$ cat src/rtl/pilha_param.sv
// pilha_param: parametrised PC return stack with occupancy, full/empty,
// sticky overflow/underflow flags, push+pop replace and synchronous flush.
//   clk, rst (async, active low), limpa (flush), push, pop,
//   limpa_erro (clear error flags), dado (push word) ->
//   topo (top entry, 0 when empty), vazia, cheia, nivel (occupancy),
//   erro_ovf, erro_udf (sticky refused push / refused pop)
module pilha_param #(
  parameter  int DATA_W = 32,
  parameter  int DEPTH  = 16,
  localparam int CNT_W  = $clog2(DEPTH + 1)
) (
  input  logic              clk,
  input  logic              rst,
  input  logic              limpa,
  input  logic              push,
  input  logic              pop,
  input  logic              limpa_erro,
  input  logic [DATA_W-1:0] dado,
  output logic [DATA_W-1:0] topo,
  output logic              vazia,
  output logic              cheia,
  output logic [CNT_W-1:0]  nivel,
  output logic              erro_ovf,
  output logic              erro_udf
);

  localparam int AW = (DEPTH > 1) ? $clog2(DEPTH) : 1;

  logic [DATA_W-1:0] mem [DEPTH];
  logic [CNT_W-1:0]  sp;
  logic [AW-1:0]     topIdx;
  logic [AW-1:0]     wrIdx;
  logic              wrEn;
  logic              isEmpty;
  logic              isFull;

  // mutually exclusive op selects, flush first
  logic opClr;
  logic opRep;
  logic opPsh;
  logic opPop;

  assign isEmpty = (sp == '0);
  assign isFull  = (sp == CNT_W'(DEPTH));
  assign topIdx  = AW'(sp - CNT_W'(1));

  assign opClr = limpa;
  assign opRep = !limpa && push && pop;
  assign opPsh = !limpa && push && !pop;
  assign opPop = !limpa && !push && pop;

  always_comb begin
    wrEn  = 1'b0;
    wrIdx = AW'(sp);
    unique case (1'b1)
      opRep: begin
        wrEn  = 1'b1;
        wrIdx = isEmpty ? '0 : topIdx;
      end
      opPsh: begin
        wrEn  = !isFull;
        wrIdx = AW'(sp);
      end
      default: ;
    endcase
  end

  always_ff @(posedge clk or negedge rst) begin
    if (!rst) begin
      sp       <= '0;
      erro_ovf <= 1'b0;
      erro_udf <= 1'b0;
    end else begin
      // a same-cycle refusal below overrides this clear
      if (limpa_erro) begin
        erro_ovf <= 1'b0;
        erro_udf <= 1'b0;
      end
      unique case (1'b1)
        opClr: sp <= '0;
        opRep: begin
          if (isEmpty) sp <= CNT_W'(1);
        end
        opPsh: begin
          if (isFull) erro_ovf <= 1'b1;
          else        sp <= sp + CNT_W'(1);
        end
        opPop: begin
          if (isEmpty) erro_udf <= 1'b1;
          else         sp <= sp - CNT_W'(1);
        end
        default: ;
      endcase
    end
  end

  always_ff @(posedge clk) begin
    if (wrEn) mem[wrIdx] <= dado;
  end

  // stale array data stays hidden while empty
  assign topo  = isEmpty ? '0 : mem[topIdx];
  assign vazia = isEmpty;
  assign cheia = isFull;
  assign nivel = sp;

endmodule

$ cat config.mk
export PLATFORM = sky130hd
export DESIGN_NAME = pilha_param
export DESIGN_NICKNAME = d
export VERILOG_FILES = /design/src/rtl/pilha_param.sv
export SDC_FILE = /design/constraint.sdc
export NUM_CORES = 1
export LEC_CHECK = 0
export CAP_MARGIN = 15
export CORE_MARGIN = 4
export CORE_UTILIZATION = 55
export CTS_BUF_LIST = sky130_fd_sc_hd__clkbuf_4
export CTS_CLUSTER_DIAMETER = 100
export DETAILED_ROUTE_END_ITERATION = 6
export MAX_ROUTING_LAYER = met4
export PLACE_DENSITY = 0.71
export SLEW_MARGIN = 0
export SYNTH_ARGS = -nofsm -noshare
export SYNTH_HDL_FRONTEND = slang
export SYNTH_SLANG_ARGS = --single-unit
$ cat constraint.sdc
create_clock -name clk -period 11.57 [get_ports clk]
set_input_delay 1.157 -clock clk [delete_from_list [all_inputs] [get_ports clk]]
set_output_delay 1.157 -clock clk [all_outputs]
set_load 0.01 [all_outputs]
; ---- After elaboration in Yosys (flattened, before gate mapping)
; Memory sizes are Yosys's and may differ from the RTL's.
; Index checks and enable logic that the tools add are counted.
[totals]
mem_count = 1
ff_bits = 7
elab_cells = 38
ramBits = 512
[memory_table]
columns = memory, depth, word_bits, rd, rd_clocked_by_memory_dff, wr, line
row1 = mem, 16, 32, 1, 0, 1, 29  ; logic [DATA_W-1:0] mem [DEPTH];
[classes]
mux = 16
addsub = 2
n_eq_ne = 4
n_reduce_logical = 12
[op_table]
columns = operator, count
row1 = 32-bit 2-to-1 mux, 1
row2 = 5-bit case mux with 4 select lines, 1
row3 = 5-bit 2-to-1 mux, 3
row4 = 1-bit 2-to-1 mux, 8
row5 = 4-bit 2-to-1 mux, 2
row6 = 2-bit inequality test (second input constant), 3
row7 = 5-bit by 1-bit adder with 5-bit output (second input constant), 1
row8 = 5-bit == test (second input constant), 1
row9 = 1-bit logical AND, 5
row10 = 5-bit zero test, 1
row11 = 5-bit by 1-bit subtractor with 5-bit output (second input constant), 1
row12 = 1-bit zero test, 4
row13 = 4-bit AND reduction, 1
row14 = 4-bit nonzero test, 1
row15 = 1-bit case mux with 2 select lines, 1

; ---- Logic depth before layout (Yosys ltp)
; Gate-level depths: netlist of run 1.
[logic_depth]
ltp_word = 6
mapped_depth = 12
ltp_nobuf = 7

; ---- Worst setup path after synthesis of run 1
; No wires, ideal clock.
[synth_timing]
path_kind = register to register
from = reg sp[0] (netlist: nivel[0])
to = mem mem[1][0], enable pin
path_slack_ps = 7573
n_path_buf = 6
arrival_time_ps = 3576
required_time_ps = 11149
stages_incl_launch_ff = 12
setup_ps = 421
cell_sequence = dfrtp_1 -> buf_4 -> buf_6 -> buf_2 -> inv_1 -> ha_1 -> buf_2 -> buf_2 -> buf_1 -> nor3b_1 -> a31oi_1 -> nor2_1
[synth_via]
elab_chain_len = 5
elab_cells_between_ends = 9
[synth_rtl]
columns = item, line
row1 = start: declaration, 30  ; logic [CNT_W-1:0] sp;
row2 = start signal: assignment, 86  ; else sp <= sp + CNT_W'(1);
row3 = start signal: assignment, 90  ; else sp <= sp - CNT_W'(1);
row4 = "parallel branches: the longest is 5 deep, another holds 5-bit by 1-bit subtractor with 5-bit output", n/a
row5 = end: declaration, 29
; Parallel ways; which one is timed is not known.

; ---- Worst setup path in the final report of run 1
[layout_timing]
from = reg sp[0] (netlist: nivel[0])
to = out topo[19]
[layout_via]
elab_chain_len = 3
elab_cells_between_ends = 4
[layout_rtl]
columns = item, line
row1 = 5-bit by 1-bit subtractor with 5-bit output, n/a
row2 = memory read 16 x 32 bit, n/a
row3 = 32-bit 2-to-1 mux (*), 102  ; assign topo = isEmpty ? '0 : mem[topIdx];
row4 = end: declaration, 19  ; output logic [DATA_W-1:0] topo,
; Every way passes the cells marked *; elsewhere a longest branch is shown, timed or not.

==> flow_summary_export.csv, run 1 <==
group,metric,value,unit
global_routing,use_met2,33.9,%
clock_network,clockBufferDepth,3,
clock_network,clk_latency,0.76,ns
floorplan,fp.dieW,199,um
worst_setup_path,crit_buf_inv,3,
synthesis,netlist_instances,896,
synthesis,async_flop_share,1.35,%
sta,fmax,0.159,GHz
place,routabilityCongestion,0.743,
global_routing,grt_max_degree,106,
finish,final_area,0.0232,mm2
synthesis,synth-edff-count,512,
synthesis,synth_ff_type,"edfxtp_1",
worst_setup_path,worstPathArrival,5.14,ns
clock_network,htreeDepth,3,
global_routing,grt_overflow_total,0,
sta,period_needed,6.30,ns
clock_network,cts_tree,"built",
sta,fin_skew,0.0395,ns
pwr,ir_drop,0.135,mV
synthesis,synth.largest_area_cell,"edfxtp_1",
clock_network,cts_hold_buffers,0,
sta,hold_viol_final,0,
global_routing,grt_pass1_wl,61300,um
synthesis,synth_top_area_share,76.4,%
synthesis,synthMuxAreaShare,17.6,%
place,placed_area,0.0216,mm2
place,dp_hpwl,20400,um
synthesis,synth.most_common_cell,"edfxtp_1",
pwr,p_seq_share,46.2,%
global_routing,grt_busiest_layer,"met2",
clock_network,numCtsBuffers,121,
pwr,pwr-share-clk,31.4,%
worst_hold_path,worst_hold_path_type,"reg2reg",
route,vias,9672,
sta,setup_violations,0,
worst_setup_path,crit_required,10.41,ns
worst_setup_path,crit_family,"buffers and inverters",
pwr,p_sw,1240,uW
synthesis,ys_warn_count,0,
floorplan,io-pin-count,79,
route,detail-route-antenna-nets,0,
route,wl_per_cell,24.7,um
global_routing,antenna_found_initial,3,
synthesis,synth_top_family_by_area,"multiplexers",
synthesis,ys_top_cells_by_area,"edfxtp_1 (76%), mux4_2 (14%), mux2i_1 (3.2%)",
synthesis,synth_xor_area_share,0.0435,%
synthesis,syn_area_per_cell,22.5,um2
route,drtPass1Iterations,5,
global_routing,grtUsageMet3,4.45,%
sta,min_period_over_period,54.4,%
synthesis,synth_commonest_cells,"edfxtp_1 (512), mux4_2 (128), mux2i_1 (65)",
worst_setup_path,slowest_delay,0.92,ns
sta,slew_viol_final,0,
clock_network,clk_pin_slew,0.05,ns
finish,num-fill-cells,2383,
synthesis,synth_compound_area_share,2.30,%
worst_setup_path,critPathMaxFanout,72,
synthesis,synth_adder_area_share,0.124,%
synthesis,yosysUniqueCellTypes,46,
global_routing,grt_use_met1,29.8,%
floorplan,rows,69,
synthesis,syn_nets,936,
finish,final_util,64.8,%
synthesis,ys_seq_area_share,77.2,%
synthesis,synth_area,0.0201,mm2
finish,fin_nets,1108,
sta,relSlewSlack,30.6,%
floorplan,die_h,199,um
clock_network,post-cts-setup-buffers,0,
outcome,status,"complete, no violations",
synthesis,synth-seq-cells,519,
worst_setup_path,cp_cell_sequence,"inv_1 > ha_4 > buf_4 > mux4_2 > mux2i_1 > o22ai_1 > clkdlybuf4s50_1",
pwr,power.leakage,0.00744,uW
worst_setup_path,crit_type,"reg2out",
clock_network,clock_sinks,519,
floorplan,die-area,0.0397,mm2
route,routed_via_density,5.92,
finish,areaGrowthSynthToFinish,15.3,%
worst_setup_path,end_kind,"output port",
global_routing,track_usage,21.6,%
flow_run,cap_violations,0,
sta,tightest_slew,1.04,ns
finish,drive_above_1_share,31.1,%
worst_setup_path,crit_path_start_kind,"flip-flop",
pwr,pwr-share-comb,22.4,%
sta,tns,0,ns
finish,ff_latch_area,0.0156,mm2
clock_network,cts_root_buffer,"clkbuf_4",
route,route.detailed.drc,0,
clock_network,cts.repair.resized,0,
worst_setup_path,cp_slowest_cell,"ha_4",
route,wl,40400,um
global_routing,grt_pass1_vias,10300,
place,portBuffers,78,
route,drtIter0Drc,899,
synthesis,synthSimpleGateAreaFrac,1.34,%
pwr,power_density,199,mW/mm2
floorplan,start_util,56.2,%
pwr,p_int,3390,uW
floorplan,core_region_area,0.0358,mm2
place,detailedPlace.worstSlack,5.99,ns
finish,multi_input_area,0.00448,mm2
sta,rsz0062_at_grt,"no",
sta,fin_ws,5.27,ns
pwr,p_sw_share,26.7,%
## worst paths after layout
| kind | startpoint | end | slack [ns] | cells after the start |
|---|---|---|---|---|
| min in group asynchronous | rst | nivel[3] | 0.71 | 1 |
| max reg2reg | nivel[0] | mem[3][31] | 7.41 | 7 |
| max | nivel[0] | topo[19] | 5.27 | 7 |
| min | erro_udf | erro_udf | 0.50 | 1 |
| min reg2reg | erro_udf | erro_udf | 0.50 | 1 |
| max in group asynchronous | rst | nivel[0] | 10.54 | 1 |
## layer usage
metal | up-vias | routed length, um | part of all wire [%]
li1 | 4269 | - | -
met1 | 5061 | 16900 | 42
met2 | 307 | 20500 | 51
met3 | 35 | 2610 | 6.5
met4 | 0 | 421 | 1.0
met5 | - | 0 | 0
## stage by stage
step	hold slack (ns)	cells	total power, uW
3_3_place_gp	0.481	1406	3220
6_report	0.501	1634	4620
5_1_grt	0.520	1634	4850
2_1_floorplan	0.522	896	2830
3_5_place_dp	0.484	1406	3220
4_1_cts	0.504	1631	4680
## cell families (layout without fill, tap and decap cells)
group,after synthesis,count (layout)
flip-flops,519,519
multiplexers,194,194
AO/OA/AOI/OAI,71,71
buffers and inverters,57,331
AND/OR/NAND/NOR,52,52
adder cells (fa/ha/maj),2,2
XOR/XNOR,1,1
other,0,3
## cell type report
type	count	share of cell area (%)
clock buffers	178	5.76
flip-flops and latches	519	67.0
multi-input cells	320	19.3
diodes	3	0.0323
inverters	6	0.0970
repair buffers	100	4.13
well taps	461	2.49
clock inverters	47	1.17
## layout by cell type, fill, tap and decap left out, drive strengths merged, types with 11 or more instances in the layout
master,count
mux2i,65
edfxtp,512
clkbuf,178
nor2,20
o22ai,33
a21oi,11
buf,22
mux4,128
clkinv,40
clkdlybuf4s50,78
## sequential cells by signal (all words and copies together), names as in the netlist
name and cells:
erro_ovf 1, erro_udf 1, mem 512, nivel 5
## power by group through the flow
| stage | Sequential [uW] | Combinational [uW] | Clock (uW) |
|---|---|---|---|
| 2_1_floorplan | 2160 | 677 | 0 |
| 5_1_grt | 2140 | 1100 | 1610 |
| 3_3_place_gp | 2170 | 1040 | 0 |
| 6_report | 2130 | 1040 | 1450 |
| 4_1_cts | 2130 | 1050 | 1500 |
| 3_5_place_dp | 2180 | 1050 | 0 |
Power figures use the tool's default switching activity.
==> run 2: changes to the inputs <==
==> constraint.sdc (replaced) <==
create_clock -name clk -period 6.5 [get_ports clk]
set_input_delay 0.65 -clock clk [delete_from_list [all_inputs] [get_ports clk]]
set_output_delay 0.65 -clock clk [all_outputs]
set_load 0.01 [all_outputs]
==> flow_summary_export.csv, run 2 (same netlist as run 1, synthesis figures left out) <==
group,metric,value,unit
route,vias,9890,
place,detailedPlace.worstSlack,2.00,ns
finish,final_common_cell,"edfxtp_1",
finish,largest_reg_flops,512,
finish,final_util,64.8,%
route,drtPass1Iterations,5,
floorplan,core_region_area,0.0358,mm2
sta,relSlewSlack,29.9,%
worst_setup_path,crit_path_start_kind,"flip-flop",
route,drtIter0Drc,868,
clock_network,cts_tree,"built",
floorplan,die-area,0.0397,mm2
clock_network,numCtsBuffers,132,
floorplan,die_h,199,um
worst_setup_path,cp_cell_sequence,"inv_1 > ha_4 > buf_4 > mux4_2 > mux2i_1 > o22ai_1 > clkdlybuf4s50_1",
sta,hold_viol_final,0,
finish,num-fill-cells,2371,
sta,holdWs,0.115,ns
worst_setup_path,worstPathArrival,4.62,ns
outcome,status,"complete, no violations",
worst_setup_path,worstRegToRegCells,8,
sta,tightest_slew,1.05,ns
finish,drive_above_1_share,32.4,%
finish,most-common-layout-cells,"edfxtp_1 (512), clkbuf_4 (180), mux4_2 (128), clkdlybuf4s50_1 (78), mux2i_1 (64)",
flow_run,cap_violations,0,
finish,fin_nets,1122,
floorplan,fp.dieW,199,um
finish,ff_latch_area,0.0156,mm2
route,wl,42200,um
worst_setup_path,crit_type,"reg2out",
global_routing,antenna_found_initial,2,
clock_network,htreeDepth,4,
sta,fin_skew,0.0397,ns
sta,period_needed,5.27,ns
pwr,power_density,356,mW/mm2
clock_network,clk_latency,0.81,ns
finish,areaGrowthSynthToFinish,15.2,%
place,dp_hpwl,21600,um
global_routing,grt_overflow_total,0,
clock_network,cts_hold_buffers,0,
worst_setup_path,crit_required,5.85,ns
route,wl_per_cell,25.8,um
sta,slew_viol_final,0,
place,portBuffers,78,
route,routed_via_density,6.04,
clock_network,clk_pin_slew,0.07,ns
global_routing,grt_pass1_vias,10400,
sta,fmax,0.190,GHz
finish,multi_input_area,0.00448,mm2
worst_setup_path,end_kind,"output port",
floorplan,io-pin-count,79,
worst_setup_path,critPathMaxFanout,60,
floorplan,start_util,56.2,%
global_routing,grt_pass1_wl,63400,um
pwr,ir_drop,0.198,mV
worst_hold_path,worst_hold_path_type,"in2async",
clock_network,clock_sinks,519,
sta,min_period_over_period,81.1,%
route,detail-route-antenna-nets,0,
pwr,power.leakage,0.00745,uW
worst_setup_path,cp_slowest_cell,"ha_4",
sta,tns,0,ns
place,routabilityCongestion,0.740,
clock_network,post-cts-setup-buffers,0,
clock_network,clockBufferDepth,3,
global_routing,grt_max_degree,104,
floorplan,rows,69,
clock_network,cts.repair.resized,0,
sta,rsz0062_at_grt,"no",
worst_setup_path,slowest_delay,0.89,ns
clock_network,cts_root_buffer,"clkbuf_4",
sta,fin_ws,1.23,ns
sta,setup_violations,0,
global_routing,track_usage,22.6,%
finish,regMostFlops,"mem",
route,route.detailed.drc,0,
## run 2: through the flow
stage               std cells  total power (uW)  area, um2
detailed placement       1408              5760      21600
global route             1637              8660      23200
CTS                      1633              8360      23200
floorplan                 896              5040      20100
finish                   1637              8260      23200
global placement         1408              5740      21600
## run 2: area by class of cell
class / instances / area share (%)
Timing Repair Buffer: 103 / 4.22
Inverter: 6 / 0.0971
Antenna cell: 3 / 0.0324
Multi-Input combinational cell: 320 / 19.3
Tap cell: 461 / 2.49
Sequential cell: 519 / 67.0
Clock inverter: 45 / 0.998
Clock buffer: 180 / 5.82
## run 2: metal layers
metal / share of wire (%) / up-vias / track usage, % / wire, um
li1: - / 4275 / - / -
met5: 0 / - / - / 0
met3: 6.7 / 61 / 5.40 / 2820
met4: 1.9 / 0 / 6.87 / 822
met1: 41 / 5168 / 30.8 / 17500
met2: 50 / 386 / 34.9 / 21100
## run 2: power by group
| group | internal, uW | leakage (uW) | switching [uW] |
|---|---|---|---|
| registers | 3750 | 0.00470 | 50.0 |
| clock network | 1330 | 0.000938 | 1260 |
| logic | 907 | 0.00180 | 958 |
| total | 5990 | 0.00745 | 2270 |
## run 2: path summary, 6_finish.rpt
| kind | start | end | slack (ns) |
|---|---|---|---|
| hold / removal | rst | nivel[2] | 0.11 |
| hold reg to reg | erro_udf | erro_udf | 0.51 |
| min in group clk | limpa_erro | erro_udf | 0.46 |
| max in group asynchronous | rst | nivel[0] | 6.09 |
| setup / recovery | nivel[0] | topo[4] | 1.23 |
| setup reg to reg | nivel[0] | mem[8][13] | 2.18 |
## run 2: worst max-delay path, delay by kind of cell, from the launching register on
kind	cells	cell delay, ns
compound gates	1	0.12
fa+ha+maj	1	0.89
buf+inv	3	1.25
flops	1	0.88
mux	2	0.58
==> run 3: changes to the inputs <==
==> constraint.sdc (replaced) <==
create_clock -name clk -period 5.18 [get_ports clk]
set_input_delay 0.518 -clock clk [delete_from_list [all_inputs] [get_ports clk]]
set_output_delay 0.518 -clock clk [all_outputs]
set_load 0.01 [all_outputs]
==> flow_summary_export.csv, run 3 (same netlist as run 1, synthesis figures left out) <==
group,metric,value,unit
route,routed_via_density,5.99,
sta,relSlewSlack,31.2,%
clock_network,clk_latency,0.78,ns
clock_network,numCtsBuffers,132,
pwr,ir_drop,0.289,mV
finish,regMostFlops,"mem",
worst_setup_path,crit_type,"reg2out",
finish,largest_reg_flops,512,
floorplan,fp.dieW,199,um
worst_setup_path,crit_buf_inv,3,
pwr,p_sw_share,26.0,%
sta,period_needed,4.41,ns
clock_network,cts.repair.resized,0,
pwr,pwr-share-comb,22.2,%
flow_run,cap_violations,0,
clock_network,cts_hold_buffers,1,
sta,rsz0062_at_grt,"no",
worst_setup_path,worstRegToRegCells,6,
sta,min_period_over_period,85.2,%
worst_setup_path,critPathMaxFanout,40,
floorplan,io-pin-count,79,
route,wl_per_cell,24.6,um
floorplan,die-area,0.0397,mm2
global_routing,grt_max_degree,80,
sta,tns,0,ns
pwr,p_int,7860,uW
global_routing,grt_overflow_total,0,
finish,final_common_cell,"edfxtp_1",
clock_network,cts_root_buffer,"clkbuf_4",
clock_network,clock_sinks,519,
sta,holdWs,0.359,ns
sta,slew_viol_final,0,
worst_setup_path,crit_family,"buffers and inverters",
sta,hold_viol_final,0,
route,detail-route-antenna-nets,0,
worst_setup_path,slowest_delay,0.60,ns
finish,drive_above_1_share,32.9,%
pwr,finalPower,10600,uW
floorplan,rows,69,
finish,areaGrowthSynthToFinish,16.1,%
worst_setup_path,worstPathArrival,3.90,ns
sta,setup_violations,0,
sta,fin_skew,0.0593,ns
route,route.detailed.drc,0,
route,vias,9743,
worst_hold_path,hold_path_depth,3,
floorplan,start_util,56.2,%
pwr,power.leakage,0.00754,uW
worst_setup_path,crit_path_start_kind,"flip-flop",
route,drtIter0Drc,762,
outcome,status,"complete, no violations",
clock_network,cts_tree,"built",
pwr,power_density,454,mW/mm2
place,dp_hpwl,22400,um
floorplan,die_h,199,um
sta,fmax,0.227,GHz
finish,final_area,0.0234,mm2
worst_setup_path,end_kind,"output port",
finish,fin_nets,1127,
place,placed_area,0.0217,mm2
global_routing,grt_pass1_vias,10300,
place,portBuffers,78,
finish,most-common-layout-cells,"edfxtp_1 (512), clkbuf_4 (181), mux4_2 (128), clkdlybuf4s50_1 (78), mux2i_1 (64)",
global_routing,antenna_found_initial,1,
pwr,p_seq_share,44.7,%
worst_setup_path,cp_slowest_cell,"clkdlybuf4s50_1",
clock_network,htreeDepth,4,
worst_hold_path,worst_hold_path_type,"in2reg",
clock_network,post-cts-setup-buffers,0,
place,routabilityCongestion,0.736,
worst_setup_path,cp_cell_sequence,"inv_1 > ha_4 > nor2b_1 > nand2b_4 > buf_12 > mux2i_1 > o22ai_1 > clkdlybuf4s50_1",
route,drtPass1Iterations,5,
route,wl,40000,um
sta,tightest_slew,1.03,ns
finish,num-fill-cells,2357,
pwr,p_sw,2770,uW
clock_network,clk_pin_slew,0.06,ns
clock_network,clockBufferDepth,3,
worst_setup_path,crit_required,4.66,ns
worst_setup_path,path_depth,8,
global_routing,grt_pass1_wl,61400,um
floorplan,core_region_area,0.0358,mm2
global_routing,track_usage,21.6,%
pwr,pwr-share-clk,33.1,%
run 3: worst paths after layout:
check,start,end,slack [ns]
min in group asynchronous,rst,nivel[4],0.59
min reg2reg,erro_udf,erro_udf,0.50
max reg2reg,nivel[0],mem[0][12],1.38
min,limpa_erro,erro_udf,0.36
max,nivel[0],topo[18],0.77
max in group asynchronous,rst,nivel[0],4.23
run 3: power by group through the flow:
stage / Clock (uW) / Sequential, uW / Combinational, uW
finish: 3520 / 4750 / 2360
global route: 3880 / 4750 / 2530
CTS: 3630 / 4750 / 2400
detailed placement: 0 / 4840 / 2390
global placement: 0 / 4830 / 2380
floorplan: 0 / 4820 / 1510
run 3: area by class of cell:
| class | instances | area (um2) | area share (%) |
|---|---|---|---|
| Antenna cell | 1 | 2.50 | 0.0107 |
| Clock buffer | 181 | 1360 | 5.81 |
| Clock inverter | 30 | 347 | 1.48 |
| Inverter | 6 | 22.5 | 0.0963 |
| Multi-Input combinational cell | 320 | 4480 | 19.2 |
| Sequential cell | 519 | 15600 | 66.5 |
| Tap cell | 461 | 577 | 2.47 |
| Timing Repair Buffer | 108 | 1050 | 4.47 |
run 3: through the flow:
stage	worst slack [ns]	cells	utilization [%]
2_1_floorplan	1.18	896	-
3_3_place_gp	1.42	1413	60.5
3_5_place_dp	1.38	1413	60.5
4_1_cts	0.646	1625	65.3
5_1_grt	0.535	1626	65.3
6_report	0.765	1626	65.3
run 3: worst register-to-register path, stage by stage, from the launching register on:
cell	delay, ns
dfrtp_4	0.59
or2_1	0.33
nor2_1	0.23
mux2i_4	0.73
o2111ai_1	0.56
nor2_4	0.76
buf_4	0.29
run 3: metal layers:
metal | global-route usage (%) | part of all wire (%) | vias up | routed length (um)
li1 | - | - | 4284 | -
met1 | 30.3 | 43 | 5074 | 17300
met2 | 32.5 | 49 | 339 | 19800
met3 | 5.04 | 6.1 | 46 | 2450
met4 | 6.57 | 1.2 | 0 | 477
met5 | - | 0 | - | 0
